<file path="src/rtl/uart_packet_parser_if.sv">
// Byte-in / command-out handshake bundle between uart_rx, the packet parser and the command/ALU controller.
interface uart_packet_parser_if;
  logic [7:0]  in_data_i;
  logic        in_valid_i;
  logic        in_ready_o;
  logic        cmd_valid_o;
  logic        cmd_ready_i;
  logic [7:0]  cmd_op_o;
  logic [15:0] cmd_len_o;
  logic [7:0]  echo_data_o;
  logic        echo_valid_o;
  logic        echo_last_o;
  logic        echo_ready_i;
  logic [31:0] word_data_o;
  logic        word_valid_o;
  logic        word_last_o;
  logic        word_ready_i;
  logic        err_o;

  modport master (
    output in_data_i, in_valid_i, cmd_ready_i, echo_ready_i, word_ready_i,
    input  in_ready_o, cmd_valid_o, cmd_op_o, cmd_len_o, echo_data_o, echo_valid_o,
           echo_last_o, word_data_o, word_valid_o, word_last_o, err_o
  );

  modport slave (
    input  in_data_i, in_valid_i, cmd_ready_i, echo_ready_i, word_ready_i,
    output in_ready_o, cmd_valid_o, cmd_op_o, cmd_len_o, echo_data_o, echo_valid_o,
           echo_last_o, word_data_o, word_valid_o, word_last_o, err_o
  );
endinterface

</file>
<file path="src/rtl/uart_packet_parser.sv">
// Frames the uart_rx byte stream into command packets (opcode, reserved, len LSB, len MSB, payload).
// Optional inter-byte idle timeout: define UART_PARSER_TIMEOUT_EN.
module uart_packet_parser #(
  parameter logic [7:0] OP_ECHO = 8'hEC,
  parameter logic [7:0] OP_ADD  = 8'hAD,
  parameter logic [7:0] OP_MUL  = 8'h88,
  parameter logic [7:0] OP_DIV  = 8'hA2
`ifdef UART_PARSER_TIMEOUT_EN
  , parameter int unsigned TIMEOUT_CYCLES = 65536
`endif
) (
  input logic                 clk_i,
  input logic                 rst_ni,
  uart_packet_parser_if.slave bus
);

  localparam logic [2:0] S_OPC   = 3'd0;
  localparam logic [2:0] S_RSV   = 3'd1;
  localparam logic [2:0] S_LSB   = 3'd2;
  localparam logic [2:0] S_MSB   = 3'd3;
  localparam logic [2:0] S_HDR   = 3'd4;
  localparam logic [2:0] S_PAY   = 3'd5;
  localparam logic [2:0] S_DRAIN = 3'd6;

  logic [2:0]  r_state;
  logic [7:0]  r_op;
  logic [7:0]  r_len_lo;
  logic [15:0] r_rem;
  logic        r_is_echo;
  logic [1:0]  r_byte_cnt;
  logic [23:0] r_shift;
  logic [7:0]  r_cmd_op;
  logic [15:0] r_cmd_len;
  logic        r_cmd_valid;
  logic [7:0]  r_echo_data;
  logic        r_echo_valid;
  logic        r_echo_last;
  logic [31:0] r_word;
  logic        r_word_valid;
  logic        r_word_last;
  logic        r_err;

  logic        w_in_ready;
  logic        w_in_fire;
  logic        w_cmd_fire;
  logic        w_echo_fire;
  logic        w_word_fire;
  logic        w_timeout;
  logic [15:0] w_len;
  logic [15:0] w_rem;
  logic        w_is_alu;
  logic        w_bad;

  assign w_in_fire   = bus.in_valid_i && w_in_ready;
  assign w_cmd_fire  = r_cmd_valid && bus.cmd_ready_i;
  assign w_echo_fire = r_echo_valid && bus.echo_ready_i;
  assign w_word_fire = r_word_valid && bus.word_ready_i;

  // Header validation uses the MSB byte directly so the verdict lands one cycle after it.
  assign w_len    = {bus.in_data_i, r_len_lo};
  assign w_rem    = w_len - 16'd4;
  assign w_is_alu = (r_op == OP_ADD) || (r_op == OP_MUL) || (r_op == OP_DIV);
  assign w_bad    = (w_len < 16'd4) || !(w_is_alu || (r_op == OP_ECHO)) ||
                    (w_is_alu && ((w_rem < 16'd8) || (w_rem[1:0] != 2'b00)));

  // NOTE: every always_comb output gets a default first so no path can infer a latch.
  always_comb begin
    w_in_ready = 1'b0;
    case (r_state)
      S_OPC, S_RSV, S_LSB, S_MSB, S_DRAIN: w_in_ready = 1'b1;
      S_PAY: w_in_ready = (r_rem != 16'd0) &&
                          (r_is_echo ? (!r_echo_valid || bus.echo_ready_i)
                                     : (!r_word_valid || bus.word_ready_i));
      default: w_in_ready = 1'b0;
    endcase
  end

`ifdef UART_PARSER_TIMEOUT_EN
  localparam int unsigned IDLE_W = $clog2(TIMEOUT_CYCLES);

  logic [IDLE_W-1:0] r_idle;
  logic              w_idle_run;
  logic              w_stall;

  assign w_idle_run = (r_state == S_RSV) || (r_state == S_LSB) || (r_state == S_MSB) ||
                      (r_state == S_PAY) || (r_state == S_DRAIN);
  assign w_stall    = (r_cmd_valid && !bus.cmd_ready_i) || (r_echo_valid && !bus.echo_ready_i) ||
                      (r_word_valid && !bus.word_ready_i);
  assign w_timeout  = w_idle_run && (r_idle == IDLE_W'(TIMEOUT_CYCLES - 1));

  always_ff @(posedge clk_i or negedge rst_ni) begin
    if (!rst_ni) begin
      r_idle <= '0;
    end else if (!w_idle_run || w_in_fire || w_stall || w_timeout) begin
      r_idle <= '0;
    end else begin
      r_idle <= r_idle + 1'b1;
    end
  end
`else
  assign w_timeout = 1'b0;
`endif

  // NOTE: sequential state uses non-blocking assignments only, so every register samples pre-edge values.
  always_ff @(posedge clk_i or negedge rst_ni) begin
    if (!rst_ni) begin
      r_state      <= S_OPC;
      r_op         <= '0;
      r_len_lo     <= '0;
      r_rem        <= '0;
      r_is_echo    <= 1'b0;
      r_byte_cnt   <= '0;
      r_shift      <= '0;
      r_cmd_op     <= '0;
      r_cmd_len    <= '0;
      r_cmd_valid  <= 1'b0;
      r_echo_data  <= '0;
      r_echo_valid <= 1'b0;
      r_echo_last  <= 1'b0;
      r_word       <= '0;
      r_word_valid <= 1'b0;
      r_word_last  <= 1'b0;
      r_err        <= 1'b0;
    end else begin
      r_err <= 1'b0;
      if (w_timeout) begin
        r_err        <= 1'b1;
        r_state      <= S_OPC;
        r_cmd_valid  <= 1'b0;
        r_echo_valid <= 1'b0;
        r_echo_last  <= 1'b0;
        r_word_valid <= 1'b0;
        r_word_last  <= 1'b0;
      end else begin
        case (r_state)
          S_OPC: if (w_in_fire) begin
            r_op    <= bus.in_data_i;
            r_state <= S_RSV;
          end
          S_RSV: if (w_in_fire) r_state <= S_LSB;
          S_LSB: if (w_in_fire) begin
            r_len_lo <= bus.in_data_i;
            r_state  <= S_MSB;
          end
          S_MSB: if (w_in_fire) begin
            r_rem      <= w_rem;
            r_is_echo  <= (r_op == OP_ECHO);
            r_byte_cnt <= '0;
            if (w_bad) begin
              r_err   <= 1'b1;
              r_state <= ((w_len < 16'd4) || (w_rem == 16'd0)) ? S_OPC : S_DRAIN;
            end else begin
              r_cmd_valid <= 1'b1;
              r_cmd_op    <= r_op;
              r_cmd_len   <= w_len;
              r_state     <= S_HDR;
            end
          end
          S_HDR: if (w_cmd_fire) begin
            r_cmd_valid <= 1'b0;
            r_state     <= (r_rem == 16'd0) ? S_OPC : S_PAY;
          end
          S_PAY: begin
            // A byte accepted in the same cycle as an output handshake reloads the channel; later writes win.
            if (r_is_echo) begin
              if (w_echo_fire) begin
                r_echo_valid <= 1'b0;
                r_echo_last  <= 1'b0;
                if (r_echo_last) r_state <= S_OPC;
              end
              if (w_in_fire) begin
                r_echo_data  <= bus.in_data_i;
                r_echo_valid <= 1'b1;
                r_echo_last  <= (r_rem == 16'd1);
                r_rem        <= r_rem - 16'd1;
              end
            end else begin
              if (w_word_fire) begin
                r_word_valid <= 1'b0;
                r_word_last  <= 1'b0;
                if (r_word_last) r_state <= S_OPC;
              end
              if (w_in_fire) begin
                r_rem      <= r_rem - 16'd1;
                r_byte_cnt <= r_byte_cnt + 2'd1;
                if (r_byte_cnt == 2'd3) begin
                  r_word       <= {bus.in_data_i, r_shift};
                  r_word_valid <= 1'b1;
                  r_word_last  <= (r_rem == 16'd1);
                end else begin
                  r_shift <= {bus.in_data_i, r_shift[23:8]};
                end
              end
            end
          end
          S_DRAIN: if (w_in_fire) begin
            r_rem <= r_rem - 16'd1;
            if (r_rem == 16'd1) r_state <= S_OPC;
          end
          default: r_state <= S_OPC;
        endcase
      end
    end
  end

  assign bus.in_ready_o   = w_in_ready;
  assign bus.cmd_valid_o  = r_cmd_valid;
  assign bus.cmd_op_o     = r_cmd_op;
  assign bus.cmd_len_o    = r_cmd_len;
  assign bus.echo_data_o  = r_echo_data;
  assign bus.echo_valid_o = r_echo_valid;
  assign bus.echo_last_o  = r_echo_last;
  assign bus.word_data_o  = r_word;
  assign bus.word_valid_o = r_word_valid;
  assign bus.word_last_o  = r_word_last;
  assign bus.err_o        = r_err;

endmodule

</file>
<file path="src/flat_wrapper.sv">
// flat-port wrapper written by rule: the top's interface ports become plain ports
module uart_packet_parser_flat 
#(
  parameter logic [7:0] OP_ECHO = 8'hEC,
  parameter logic [7:0] OP_ADD  = 8'hAD,
  parameter logic [7:0] OP_MUL  = 8'h88,
  parameter logic [7:0] OP_DIV  = 8'hA2

)
  (clk_i, rst_ni, bus_in_data_i, bus_in_valid_i, bus_cmd_ready_i, bus_echo_ready_i, bus_word_ready_i, bus_in_ready_o, bus_cmd_valid_o, bus_cmd_op_o, bus_cmd_len_o, bus_echo_data_o, bus_echo_valid_o, bus_echo_last_o, bus_word_data_o, bus_word_valid_o, bus_word_last_o, bus_err_o);
  uart_packet_parser_if bus_i ();
  input logic clk_i;
  input logic rst_ni;
  input wire logic [$bits(bus_i.in_data_i)-1:0] bus_in_data_i;
  input wire logic [$bits(bus_i.in_valid_i)-1:0] bus_in_valid_i;
  input wire logic [$bits(bus_i.cmd_ready_i)-1:0] bus_cmd_ready_i;
  input wire logic [$bits(bus_i.echo_ready_i)-1:0] bus_echo_ready_i;
  input wire logic [$bits(bus_i.word_ready_i)-1:0] bus_word_ready_i;
  output wire logic [$bits(bus_i.in_ready_o)-1:0] bus_in_ready_o;
  output wire logic [$bits(bus_i.cmd_valid_o)-1:0] bus_cmd_valid_o;
  output wire logic [$bits(bus_i.cmd_op_o)-1:0] bus_cmd_op_o;
  output wire logic [$bits(bus_i.cmd_len_o)-1:0] bus_cmd_len_o;
  output wire logic [$bits(bus_i.echo_data_o)-1:0] bus_echo_data_o;
  output wire logic [$bits(bus_i.echo_valid_o)-1:0] bus_echo_valid_o;
  output wire logic [$bits(bus_i.echo_last_o)-1:0] bus_echo_last_o;
  output wire logic [$bits(bus_i.word_data_o)-1:0] bus_word_data_o;
  output wire logic [$bits(bus_i.word_valid_o)-1:0] bus_word_valid_o;
  output wire logic [$bits(bus_i.word_last_o)-1:0] bus_word_last_o;
  output wire logic [$bits(bus_i.err_o)-1:0] bus_err_o;
  assign bus_i.in_data_i = bus_in_data_i;
  assign bus_i.in_valid_i = bus_in_valid_i;
  assign bus_i.cmd_ready_i = bus_cmd_ready_i;
  assign bus_i.echo_ready_i = bus_echo_ready_i;
  assign bus_i.word_ready_i = bus_word_ready_i;
  assign bus_in_ready_o = bus_i.in_ready_o;
  assign bus_cmd_valid_o = bus_i.cmd_valid_o;
  assign bus_cmd_op_o = bus_i.cmd_op_o;
  assign bus_cmd_len_o = bus_i.cmd_len_o;
  assign bus_echo_data_o = bus_i.echo_data_o;
  assign bus_echo_valid_o = bus_i.echo_valid_o;
  assign bus_echo_last_o = bus_i.echo_last_o;
  assign bus_word_data_o = bus_i.word_data_o;
  assign bus_word_valid_o = bus_i.word_valid_o;
  assign bus_word_last_o = bus_i.word_last_o;
  assign bus_err_o = bus_i.err_o;
  uart_packet_parser #(.OP_ECHO(OP_ECHO), .OP_ADD(OP_ADD), .OP_MUL(OP_MUL), .OP_DIV(OP_DIV)) u_core (.clk_i(clk_i), .rst_ni(rst_ni), .bus(bus_i));
endmodule
</file>
<file path="config.mk">
export PLATFORM = sky130hd
export DESIGN_NAME = uart_packet_parser_flat
export DESIGN_NICKNAME = d
export VERILOG_FILES = /design/src/rtl/uart_packet_parser_if.sv /design/src/rtl/uart_packet_parser.sv /design/src/flat_wrapper.sv
export SDC_FILE = /design/constraint.sdc
export NUM_CORES = 1
export LEC_CHECK = 0
export CAP_MARGIN = 5
export CORE_ASPECT_RATIO = 1.75
export CORE_MARGIN = 1.5
export CORE_UTILIZATION = 40
export CTS_CLUSTER_SIZE = 30
export DETAILED_ROUTE_END_ITERATION = 8
export PLACE_DENSITY_LB_ADDON = 0.12
export SLEW_MARGIN = 20
export SYNTH_ARGS = -nofsm -noshare
export SYNTH_HDL_FRONTEND = slang
export SYNTH_SLANG_ARGS = --single-unit
</file>
<file path="constraint.sdc">
create_clock -name clk_i -period 4.1 [get_ports clk_i]
set_input_delay 0.82 -clock clk_i [delete_from_list [all_inputs] [get_ports clk_i]]
set_output_delay 0.82 -clock clk_i [all_outputs]
set_load 0.05 [all_outputs]
</file>
; Word level (Yosys, flattened, before mapping)
; Cells that the tools add are included.
[word_totals]
out_inout_bits = 71
regBits = 132
[classes]
order_cmp = 2
muxes = 41
bitwise_logic = 3
n_reduce_logical = 42
eq_ne = 27
addsub = 3
[op_table]
columns = cell, count
row1 = $mux 3, 15
row2 = $eq 8x8->1 const B, 4
row3 = $logic_not 16->1, 2
row4 = $mux 16, 2
row5 = $pmux 16 s2, 1
row6 = $pmux 3 s7, 1
row7 = $ne 2x1->1 const B, 9
row8 = $eq 16x1->1 const B, 1
row9 = $lt 16x3->1 const B, 1
row10 = $lt 16x4->1 const B, 1
row11 = $mux 1, 16
row12 = $reduce_and 4->1, 4
row13 = $reduce_bool 16->1, 1
row14 = $sub 16x1->16 const B, 1
row15 = $sub 16x3->16 const B, 1
row16 = $reduce_and 3->1, 4
row17 = $reduce_and 11->1, 1
row18 = $reduce_bool 2->1, 5
row19 = $eq 3x3->1 const B, 3
row20 = $logic_or 1x1->1, 9
row21 = $reduce_and 2->1, 4
row22 = $eq 3x2->1 const B, 2
row23 = $logic_and 1x1->1, 6
row24 = $mux 2, 3
row25 = other kinds (13), 21

; Longest topological paths before layout
; Gate-level depths: netlist (run 1).
[logic_depth]
ltp_word = 10
ltp_mapped = 9
ltp_nobuf = 8

; Worst setup path before layout (run 1)
; No wires, ideal clock.
[synth_path]
path_type = input to register
start = input port bus_in_data_i[5]
end = register u_core.r_cmd_len[0], in the netlist u_core.bus.cmd_len_o[0]
t_required_ns = 3.975
t_arrival_ns = 2.768
path_buffers = 2
slack_ns = 1.207
path_stages = 8
setup_time_ns = 0.125
path_cell_list = buf_2 or4_1 or4_1 nor4_4 a31oi_4 nand2_4 buf_12 mux2_4
[synth_between]
elab_chain_len = 7
[synth_rtl]
columns = item, line
row1 = from (decl), flat_wrapper.sv:14  ; input wire logic [$bits(bus_i.in_data_i)-1:0] bus_in_data_i;
row2 = $sub 16x3->16, uart_packet_parser.sv:61  ; assign w_rem = w_len - 16'd4;
row3 = $lt 16x4->1, uart_packet_parser.sv:64  ; (w_is_alu && ((w_rem < 16'd8) || (w_rem[1:0] != 2'b00)));
row4 = $logic_or 1x1->1, uart_packet_parser.sv:64
row5 = $logic_and 1x1->1, uart_packet_parser.sv:64
row6 = $logic_or 1x1->1 (*), uart_packet_parser.sv:63  ; assign w_bad = (w_len < 16'd4) || !(w_is_alu || (r_op == OP_ECHO)) ||
row7 = $not 1->1 (no source line) (*), --
row8 = $reduce_and 3->1 (no source line) (*), --
row9 = to (signal assigned), uart_packet_parser.sv:155  ; r_cmd_len <= w_len;
row10 = to (decl), uart_packet_parser.sv:33  ; logic [15:0] r_cmd_len;
; Mark *: on every way between the ends. The rest lies on a longest branch, timed or not.
; A chain may end at the register's enable or synchronous reset.

; Worst setup path in the final report (run 1)
[layout_path]
start = register u_core.r_rem[0]
end = output port bus_in_ready_o
[layout_between]
elab_chain_len = 3
[layout_rtl]
columns = item, line
row1 = from (decl), uart_packet_parser.sv:28  ; logic [15:0] r_rem;
row2 = from (signal assigned), uart_packet_parser.sv:146  ; r_rem <= w_rem;
row3 = from (signal assigned), uart_packet_parser.sv:175  ; r_rem <= r_rem - 16'd1;
row4 = from (signal assigned), uart_packet_parser.sv:184  ; r_rem <= r_rem - 16'd1;
row5 = $reduce_bool 16->1, uart_packet_parser.sv:71  ; S_PAY: w_in_ready = (r_rem != 16'd0) &&
row6 = $logic_and 1x1->1, uart_packet_parser.sv:71
row7 = $pmux 1 s2, uart_packet_parser.sv:69  ; case (r_state)
row8 = to (decl), flat_wrapper.sv:19  ; output wire logic [$bits(bus_i.in_ready_o)-1:0] bus_in_ready_o;
; Every way passes these cells.

==> metrics.txt, run 1 <==
status complete, no violations; Detail Route Antenna Nets 0; vias in the first global route roughly 4500; Worst Setup EP bus_in_ready_o; # fillers approximately 1400; initial antenna violation count 0; GR Util met2 between 30% and 40%; Std-Cell Rows 60; leakage 3.537 nW; dpl cells around 760; Yosys warning count 0; Critical path origin u_core.r_rem[0]; area grow syn2layout 25.04%; Synth top area share 52.97%; Finished Layout Cells 794; post-DP HPWL roughly 11000 um; Synth Flop Type dfrtp_1; Synth cell types 68; sequential cell area fraction in the yosys report a little over half; H-tree Lvls 4; Die ar. about 0.016 mm2; Critical Path Start Type flip-flop; setup bufs post-CTS 0; #FFs+latches synth roughly 130; overall power 0.004494 W; Highest Clock Rate 294.5 MHz; share of cells above drive strength 1 between 20% and 30%; Fin Setup TNS 0 ps; Register-to-Register Path Depth 8; Worst Skew 12.16 ps; CP endpoint kind primary output; Final Max Slew Viols 0; Root Driver clkbuf_16; core area 0.01531 mm2; RR Startpoint u_core.r_len_lo[2]; cts repair resizes 0; most common cell after layout, fill and taps aside dfrtp_1; Post-Syn Area 0.006236 mm2; r2r setup slk around 1000 ps; clock buffer count from CTS 17; maximum VDD drop 355.5 uV; diodes inserted 0; area of the multi-input gates 0.002710 mm2; Post-CTS Hold Buffers 0; # Max-Cap Violations 0; Sink Count 132; final WL around 15000 um; unrepaired setup endpoints after global routing no; met1 usage 22.69%; nets@finish 615; asr flop ratio synth 100.0%; Post-Syn Area per Cell 12.18 um2; Rel. slew slack 34.98%; Iter 0 DRT Violations 190; worst hold path class in2async; commonest cells after routing, fill and taps aside dfrtp_1 (132), clkdlybuf4s50_1 (82), mux2_2 (70), nor2_1 (39), o21ai_0 (28); Routability Congestion 0.7802; Slew @ Worst Pin 972.9 ps; GRT overflow 0; Most Crowded Layer GR met2; grt met3 use 4.774%; I/O Buffers 84; Synth area leaders dfrtp_1 (53%), mux2_2 (13%), mux2_4 (6.0%), nor2_1 (2.3%), o21ai_0 (2.2%); CP Max Fanout 4; cell taking the most area after synthesis dfrtp_1; final setup violation count 0; Final Cycle Share 82.83%; drt drc 0; pwr dens 576.4 mW/mm2; Vias 4347; overall routing resource usage around a fifth; Clock Path Buffers 2; first-pass GRT wire length 25000 um; # IOs 85; Setup CP Type reg2out; CTS tree yes; Post-Synthesis Cells 512; final-report hold violation count 0; drt pass-1 iters 4; DIE WIDTH 97.39 um; wire length per cell 19.41 um; Crit Reg-Reg Endpoint u_core.bus.cmd_op_o[0]; register area 0.003303 mm2; Worst Path Required 3280 ps; initial core utilization 40.72%; CTS clk-pin slew, worst paths 60 ps; clk_lat worst skew 420 ps; data arrival time of the worst path 2580 ps; fin crit period 3396 ps; DR vias/cell 5.475; Chip Height 168.2 um; largest net degree at the start of global routing 92; number of flops mapped to enable cells by yosys 0; Syn Nets 531
## cell usage after synthesis, types with 2 or more instances
library cell,count
o22ai_1,2
mux2_2,70
nor3_1,9
nor4_1,8
a31oi_1,7
or3_1,2
nor2b_1,2
nand3_1,7
buf_2,11
xor2_1,3
buf_1,3
dfrtp_1,132
o21ai_0,28
nand2_1,26
xnor2_1,7
a21oi_1,16
nand3b_1,3
or4_1,7
clkbuf_1,12
nor2_1,39
o22a_1,6
nand4_1,5
ha_1,5
mux2_4,25
mux2_1,3
buf_12,2
inv_1,9
a211oi_1,2
nor4_4,2
nand4b_1,3
and2_1,2
o31ai_1,2
and3_1,2
nand2b_1,4
nor3b_1,4
buf_4,2
a22oi_1,2
buf_6,2
o211ai_1,5
and3b_1,2
and4b_1,2
## cells by family after synthesis
logic type      Yosys count  share of synthesized area (%)
flops                   132                          52.97
compound gates           84                          8.788
simple gates            141                          12.90
buf+inv                  41                          3.571
xor+xnor                 10                          1.405
mux                      99                          19.36
fa+ha+maj                 5                          1.003
## worst max-delay path, cell delays in order, from the launching register on
cell and delay, ps:
dfrtp_1 400, inv_1 120, ha_1 220, or3b_2 550
nor4_4 370, or2_1 190, nand3_2 100, buf_4 230
## how the worst min path moves through the flow
stage          slack (ps)  cells past startpoint                   start                       to
5_1_grt               500                      1  u_core.bus.cmd_op_o[7]   u_core.bus.cmd_op_o[7]
2_1_floorplan         450                      1       u_core.r_shift[6]        u_core.r_shift[6]
3_5_place_dp          470                      1  u_core.bus.cmd_op_o[7]   u_core.bus.cmd_op_o[7]
4_1_cts               480                      1  u_core.bus.cmd_op_o[7]   u_core.bus.cmd_op_o[7]
3_3_place_gp          450                      1  u_core.bus.cmd_op_o[7]   u_core.bus.cmd_op_o[7]
6_report              420                      1                  rst_ni  u_core.bus.cmd_len_o[4]
## registers in the layout, indices dropped and copies added, names as in the netlist, 2 cells and up
register and flops:
u_core.bus.echo_data_o 8, u_core.bus.word_data_o 32, u_core.r_shift 24, u_core.r_byte_cnt 2
u_core.r_op 8, u_core.r_len_lo 8, u_core.bus.cmd_len_o 16, u_core.r_rem 16
u_core.bus.cmd_op_o 8, u_core.r_state 3
## stage by stage
step           instance area, um2  setup WS [ps]  hold slack (ps)  util, %
2_1_floorplan                6236           1207            454.1        -
3_3_place_gp                 7217          579.3            454.4    47.12
3_5_place_dp                 7217          490.0            465.2    47.12
4_1_cts                      7797          675.1            482.2    50.92
5_1_grt                      7797          589.7            497.2    50.92
6_report                     7797          704.1            420.1    50.92
## area by class of cell
type,count,area share [%]
inverter,9,0.4332
multi-input combinational,339,34.76
sequential,132,42.36
tap,186,2.985
clock buffer,18,5.504
clock inverter,13,1.942
timing repair buffer,97,12.02
## routing by layer
layer  vias to the layer above  wire [um]  part of all wire [%]
met1                      2176       6061                    39
met3                        30        698                   4.5
met2                       122       8215                    53
li1                       2019          -                     -
met5                         -          0                     0
met4                         0        435                   2.8
## report_power, final
| group | internal [W] | switching, W |
|---|---|---|
| registers | 0.00151 | 0.000309 |
| clock network | 0.000901 | 0.000602 |
| logic | 0.000478 | 0.000690 |
| total | 0.00289 | 0.00160 |
Note: power is estimated with default switching activity, not from simulation.
==> run 2: changes to the inputs <==
==> constraint.sdc (replaced) <==
create_clock -name clk_i -period 3.29 [get_ports clk_i]
set_input_delay 0.658 -clock clk_i [delete_from_list [all_inputs] [get_ports clk_i]]
set_output_delay 0.658 -clock clk_i [all_outputs]
set_load 0.05 [all_outputs]
==> metrics.txt, run 2 (synthesis results as in run 1) <==
maximum VDD drop 361.8 uV (was 355.5 uV); r2r setup slk 480 ps (was 980 ps); Die ar. 0.01638 mm2 (unchanged); share of cells above drive strength 1 26.76% (was 24.84%); crit path cell chain inv_1, ha_1, or3b_2, nor4_4, or2_1, nand3_2, buf_12 (was inv_1, ha_1, or3b_2, nor4_4, or2_1, nand3_2, buf_4); area grow syn2layout 28.35% (was 25.04%); Root Driver clkbuf_16 (unchanged); Slew @ Worst Pin 764.4 ps (was 972.9 ps); overall power 0.005792 W (was 0.004494 W); core area 0.01531 mm2 (unchanged); RR Startpoint u_core.r_len_lo[2] (unchanged); DIE WIDTH 97.39 um (unchanged); largest net degree at the start of global routing 53 (was 92); number of flip-flops in the largest register 32 (unchanged); Final Util 52.26% (was 50.92%); CTS clk-pin slew, worst paths 60 ps (about the same); final WL 15830 um (was 15410 um); delay of the slowest cell on the worst path 540 ps (was 550 ps); clock buffer count from CTS 17 (unchanged); CTS tree yes (unchanged); Detail Route Antenna Nets 0 (unchanged); Crit Reg-Reg Endpoint u_core.bus.cmd_op_o[1] (was u_core.bus.cmd_op_o[0]); GRT overflow 0 (unchanged); # Max-Cap Violations 0 (unchanged); first-pass GRT wire length 25350 um (was 25000 um); post-DP HPWL 11300 um (was 10900 um); initial core utilization 40.72% (unchanged); CP endpoint kind primary output (unchanged); DP Worst Slack 21.14 ps (was 490.0 ps); Worst Skew 9.931 ps (was 12.16 ps); fin crit period 3085 ps; commonest cells after routing, fill and taps aside dfrtp_1 (132), clkdlybuf4s50_1 (82), mux2_2 (70), nor2_1 (39), o21ai_0 (28) (unchanged); I/O Buffers 84 (unchanged); cts repair resizes 0 (unchanged); DR vias/cell 5.459 (was 5.475); diodes inserted 0 (unchanged); Sink Count 132 (unchanged); Vias 4422 (was 4347); Chip Height 168.2 um (unchanged); setup bufs post-CTS 0 (unchanged); Std-Cell Rows 60 (unchanged); final setup margin 204.8 ps (was 704.1 ps); worst hold path class in2async (unchanged); Rel. slew slack 48.92% (was 34.98%); cell depth of the worst setup path 7 (unchanged); clk_lat worst skew 420 ps (about the same); status complete, no violations (unchanged); leakage 3.669 nW (was 3.537 nW); Critical path origin u_core.r_rem[0] (unchanged); drt drc 0 (unchanged); CP Max Fanout 4 (unchanged); Iter 0 DRT Violations 170 (was 190); Final Max Slew Viols 0 (unchanged); register area 0.003303 mm2 (unchanged); # IOs 85 (unchanged); crit path buf inv count 2 (unchanged); Highest Clock Rate 324.1 MHz; unrepaired setup endpoints after global routing no (unchanged); Clock Path Buffers 2 (unchanged); data arrival time of the worst path 2430 ps (was 2580 ps); # fillers 1398 (was 1391); Routability Congestion 0.7979 (was 0.7802); Critical Path Start Type flip-flop (unchanged); Worst path slowest cell or3b_2 (unchanged); Fin Setup TNS 0 ps (unchanged); Setup CP Type reg2out (unchanged); most common cell after layout, fill and taps aside dfrtp_1 (unchanged); Hold Worst Slack 200.4 ps (was 420.1 ps); drt pass-1 iters 4 (unchanged); Worst Path Required 2630 ps (was 3280 ps); CP delay by family, top simple AND/OR/NAND/NOR gates (unchanged); area of the multi-input gates 0.002710 mm2 (unchanged); final setup violation count 0 (unchanged); overall routing resource usage 19.95% (was 19.49%); H-tree Lvls 4 (unchanged); pwr dens 723.7 mW/mm2 (was 576.4 mW/mm2); vias in the first global route 4682 (was 4537); nets@finish 630 (was 615); Worst Setup EP bus_in_ready_o (unchanged); initial antenna violation count 0 (unchanged); Register-to-Register Path Depth 9 (was 8); final-report hold violation count 0 (unchanged); Final Cycle Share 93.77%; wire length per cell 19.54 um (was 19.41 um)
[run 2: cell count changes in the layout (fill, tap and decap cells not counted), sizes merged]
cell	before	now
buf	15	30
clkinvlp	4	1
bufinv	2	3
inv	13	15
clkbuf	18	19
[run 2: worst min-delay path by stage]
stage                                 from                         to  slack [ps]  cells after the start
floorplan                           rst_ni    u_core.bus.cmd_len_o[0]         360                      0
global placement         u_core.r_shift[6]          u_core.r_shift[6]         470                      1
detailed placement  u_core.bus.cmd_op_o[7]     u_core.bus.cmd_op_o[7]         470                      1
CTS                                 rst_ni  u_core.bus.echo_data_o[4]         210                      1
global route                        rst_ni  u_core.bus.echo_data_o[4]         230                      1
finish                              rst_ni  u_core.bus.echo_data_o[4]         200                      1
[run 2: timing repair]
action	4_1_cts	5_1_grt
endpoints found under the hold margin	0	0
setup endpoints to repair	0	1
hold buffers	0	0
[run 2: per-stage QoR]
step                      instance area [um2]  cells
after floorplan                          6236    512
after global placement                   7392    778
after detailed placement                 7392    778
after CTS                                8004    810
after global routing                     8004    810
final                                    8004    810
[run 2: area by class of cell]
class	instances	area share, %
Clock inverter	13	2.110
Timing Repair Buffer	112	13.90
Tap cell	186	2.908
Clock buffer	19	5.534
Inverter	9	0.4221
Multi-Input combinational cell	339	33.86
Sequential cell	132	41.27
[run 2: layer usage]
layer	up-vias	part of all wire, %	track usage, %
met1	2215	39	22.48
met5	-	0	0
li1	2061	-	-
met2	113	53	35.36
met4	0	3.3	9.689
met3	33	4.3	4.442
[run 2: power breakdown]
| group | switching (W) | internal [W] |
|---|---|---|
| logic | 0.000951 | 0.000653 |
| clock network | 0.000756 | 0.00123 |
| registers | 0.000318 | 0.00189 |
==> run 3: changes to the inputs <==
--- a/config.mk
+++ b/config.mk
@@ -5,10 +5,11 @@
 export SDC_FILE = /design/constraint.sdc
 export NUM_CORES = 1
 export LEC_CHECK = 0
+export ABC_AREA = 1
 export CAP_MARGIN = 5
 export CORE_ASPECT_RATIO = 1.75
 export CORE_MARGIN = 1.5
-export CORE_UTILIZATION = 40
+export CORE_UTILIZATION = 32
 export CTS_CLUSTER_SIZE = 30
 export DETAILED_ROUTE_END_ITERATION = 8
 export PLACE_DENSITY_LB_ADDON = 0.12
==> metrics.txt, run 3 <==
largest net degree at the start of global routing 66 (was 53); initial core utilization 32.51% (was 40.72%); overall routing resource usage 17.87% (was 19.95%); CP delay by family, top simple AND/OR/NAND/NOR gates (unchanged); Root Driver clkbuf_16 (unchanged); # fillers 1922 (was 1398); Std-Cell Rows 67 (was 60); Post-CTS Hold Buffers 0 (unchanged); fin crit period 2791 ps (was 3085 ps); Iter 0 DRT Violations 281 (was 170); Fin Setup TNS 0 ps (unchanged); Detail Route Antenna Nets 0 (unchanged); crit path cell chain inv_1, ha_1, nand2_2, nor2_2, nand2_1, nand4_1, nand3_2, buf_4 (was inv_1, ha_1, or3b_2, nor4_4, or2_1, nand3_2, buf_12); Synth Flop Type dfrtp_1 (unchanged); nets@finish 824 (was 630); Chip Height 186.9 um (was 168.2 um); Setup CP Type reg2out (unchanged); drt pass-1 iters 4 (unchanged); Worst path slowest cell dfrtp_1 (was or3b_2); I/O Buffers 84 (unchanged); asr flop ratio synth 100.0% (unchanged); clock buffer count from CTS 17 (unchanged); worst hold path class in2async (unchanged); CP Max Fanout 5 (was 4); Post-Syn Area per Cell 8.702 um2 (was 12.18 um2); cell taking the most area after synthesis dfrtp_1 (unchanged); DIE WIDTH 108.1 um (was 97.39 um); final setup violation count 0 (unchanged); status complete, no violations (unchanged); pwr dens 861.8 mW/mm2 (was 723.7 mW/mm2); Synth area leaders dfrtp_1 (53%), nand2_1 (11%), o21ai_0 (8.4%), inv_1 (4.4%), nor2_1 (2.9%) (was dfrtp_1 (53%), mux2_2 (13%), mux2_4 (6.0%), nor2_1 (2.3%), o21ai_0 (2.2%)); Synth cell types 41 (was 68); wire length per cell 16.20 um (was 19.54 um); Worst Skew 15.87 ps (was 9.931 ps); dpl cells 1027 (was 778); cell-internal power 0.003953 W (was 0.003767 W); commonest cells after routing, fill and taps aside nand2_1 (181), dfrtp_1 (132), o21ai_0 (104), clkdlybuf4s50_1 (82), inv_1 (73) (was dfrtp_1 (132), clkdlybuf4s50_1 (82), mux2_2 (70), nor2_1 (39), o21ai_0 (28)); leakage 3.599 nW (was 3.669 nW); Routability Congestion 0.8568 (was 0.7979); Synth top cells by count nand2_1 (181), dfrtp_1 (132), o21ai_0 (104) (was dfrtp_1 (132), mux2_2 (70), nor2_1 (39)); sequential cell area fraction in the yosys report 53.39% (was 52.97%); most common cell after layout, fill and taps aside nand2_1 (was dfrtp_1); setup bufs post-CTS 0 (unchanged); area grow syn2layout 27.58% (was 28.35%); final-report hold violation count 0 (unchanged); Die ar. 0.02021 mm2 (was 0.01638 mm2); GRT overflow 0 (unchanged); Comb power frac 36.7% (was 27.7%); P_sw 0.002850 W (was 0.002026 W); Syn Nets 730 (was 531); number of flops mapped to enable cells by yosys 0 (unchanged); Final Max Slew Viols 0 (unchanged); CP endpoint kind primary output (unchanged); # IOs 85 (unchanged); diodes inserted 0 (unchanged); unrepaired setup endpoints after global routing no (unchanged); Synth top area share 53.39% (was 52.97%); Yosys warning count 0 (unchanged); most common cell in the netlist nand2_1 (was dfrtp_1); power share of the clock group 27.3% (was 34.2%); CTS clk-pin slew, worst paths 70 ps (was 60 ps); share of total power in sequential cells 36.0% (was 38.1%); Finished Layout Cells 1059 (was 810); cts repair resizes 0 (unchanged); data arrival time of the worst path 2130 ps (was 2430 ps); register area 0.003303 mm2 (unchanged); share of cells above drive strength 1 13.20% (was 26.76%); vias in the first global route 5111 (was 4682); core area 0.01903 mm2 (was 0.01531 mm2); H-tree Lvls 4 (unchanged); Rel. slew slack 38.50% (was 48.92%); clk_lat worst skew 420 ps (about the same); post-DP HPWL 12510 um (was 11300 um); #FFs+latches synth 132 (unchanged); # Max-Cap Violations 0 (unchanged); CTS tree yes (unchanged); Highest Clock Rate 358.3 MHz (was 324.1 MHz); Critical Path Start Type flip-flop (unchanged); delay of the slowest cell on the worst path 390 ps (was 540 ps); Clock Path Buffers 2 (unchanged); maximum VDD drop 383.7 uV (was 361.8 uV); Post-Syn Area 0.006187 mm2 (was 0.006236 mm2); Switching Share 41.89% (was 34.97%); area of the multi-input gates 0.002421 mm2 (was 0.002710 mm2); Worst Path Required 2630 ps (about the same); Sink Count 132 (unchanged); first-pass GRT wire length 27190 um (was 25350 um); DR vias/cell 4.693 (was 5.459); Final Cycle Share 84.84% (was 93.77%); initial antenna violation count 0 (unchanged); Slew @ Worst Pin 914.1 ps (was 764.4 ps); Post-Synthesis Cells 711 (was 512); final WL 17160 um (was 15830 um); number of flip-flops in the largest register 32 (unchanged); drt drc 0 (unchanged); Vias 4970 (was 4422); crit path buf inv count 2 (unchanged)
-- run 3: final cells by class --
cell class              count  area share (%)
multi-input cells         474           30.67
repair buffers            100           12.47
well taps                 241           3.820
clock inverters            14           1.791
inverters                  80           3.836
flip-flops and latches    132           41.85
clock buffers              18           5.563
-- run 3: metal layers --
| metal | global-route usage (%) | vias to the layer above | routed length, um |
|---|---|---|---|
| met3 | 2.822 | 18 | 478 |
| li1 | - | 2484 | - |
| met1 | 19.38 | 2373 | 6726 |
| met5 | 0 | - | 0 |
| met4 | 7.287 | 0 | 405 |
| met2 | 33.52 | 95 | 9547 |
-- run 3: worst paths after layout --
path	startpoint	endpoint	slack [ps]	depth (start not counted)
max in group asynchronous	rst_ni	u_core.r_op[0]	2190	2
min in group clk_i	u_core.bus.cmd_op_o[0]	u_core.bus.cmd_op_o[0]	480	2
min reg2reg	u_core.bus.cmd_op_o[0]	u_core.bus.cmd_op_o[0]	480	2
max	u_core.r_rem[0]	bus_in_ready_o	500	8
min	rst_ni	u_core.bus.cmd_op_o[3]	230	1
max reg2reg	u_core.r_rem[0]	u_core.bus.word_data_o[0]	660	12
-- run 3: worst register-to-register path: stages, from the launching register on --
cell	delay, ps
dfrtp_1	390
inv_1	120
ha_1	260
nand2_2	120
nor2_2	240
nand2_1	130
nand4_1	100
nand3_2	130
nand2_2	210
inv_2	90
nand3_2	90
buf_12	230
mux2_2	390
-- run 3: logic make-up (layout without fill, tap and decap cells) --
kind of cell	after synthesis	count (layout)	synth area share [%]
fa+ha+maj	5	5	1.011
compound gates	148	148	13.69
flops	132	132	53.39
buf+inv	105	212	7.563
mux	8	8	1.456
xor+xnor	9	9	1.395
simple gates	304	304	21.50
-- run 3: per-stage QoR --
stage          util [%]  instance area (um2)  hold WS (ps)  worst slack, ps  power [W]
2_1_floorplan         -                 6187         362.4            885.0   0.004104
3_3_place_gp      38.43                 7313         452.9            362.6   0.004949
3_5_place_dp      38.43                 7313         457.6            328.0   0.004996
4_1_cts           41.48                 7894         253.6            493.3   0.006896
5_1_grt           41.48                 7894         282.2            365.6   0.007254
6_report          41.48                 7894         232.1            498.8   0.006803
-- run 3: power groups by stage --
stage | Clock, W | Combinational, W | Sequential, W
floorplan | 0 | 0.00121 | 0.00290
global placement | 0 | 0.00249 | 0.00246
detailed placement | 0 | 0.00252 | 0.00247
CTS | 0.00191 | 0.00253 | 0.00245
global route | 0.00199 | 0.00275 | 0.00251
finish | 0.00186 | 0.00250 | 0.00245
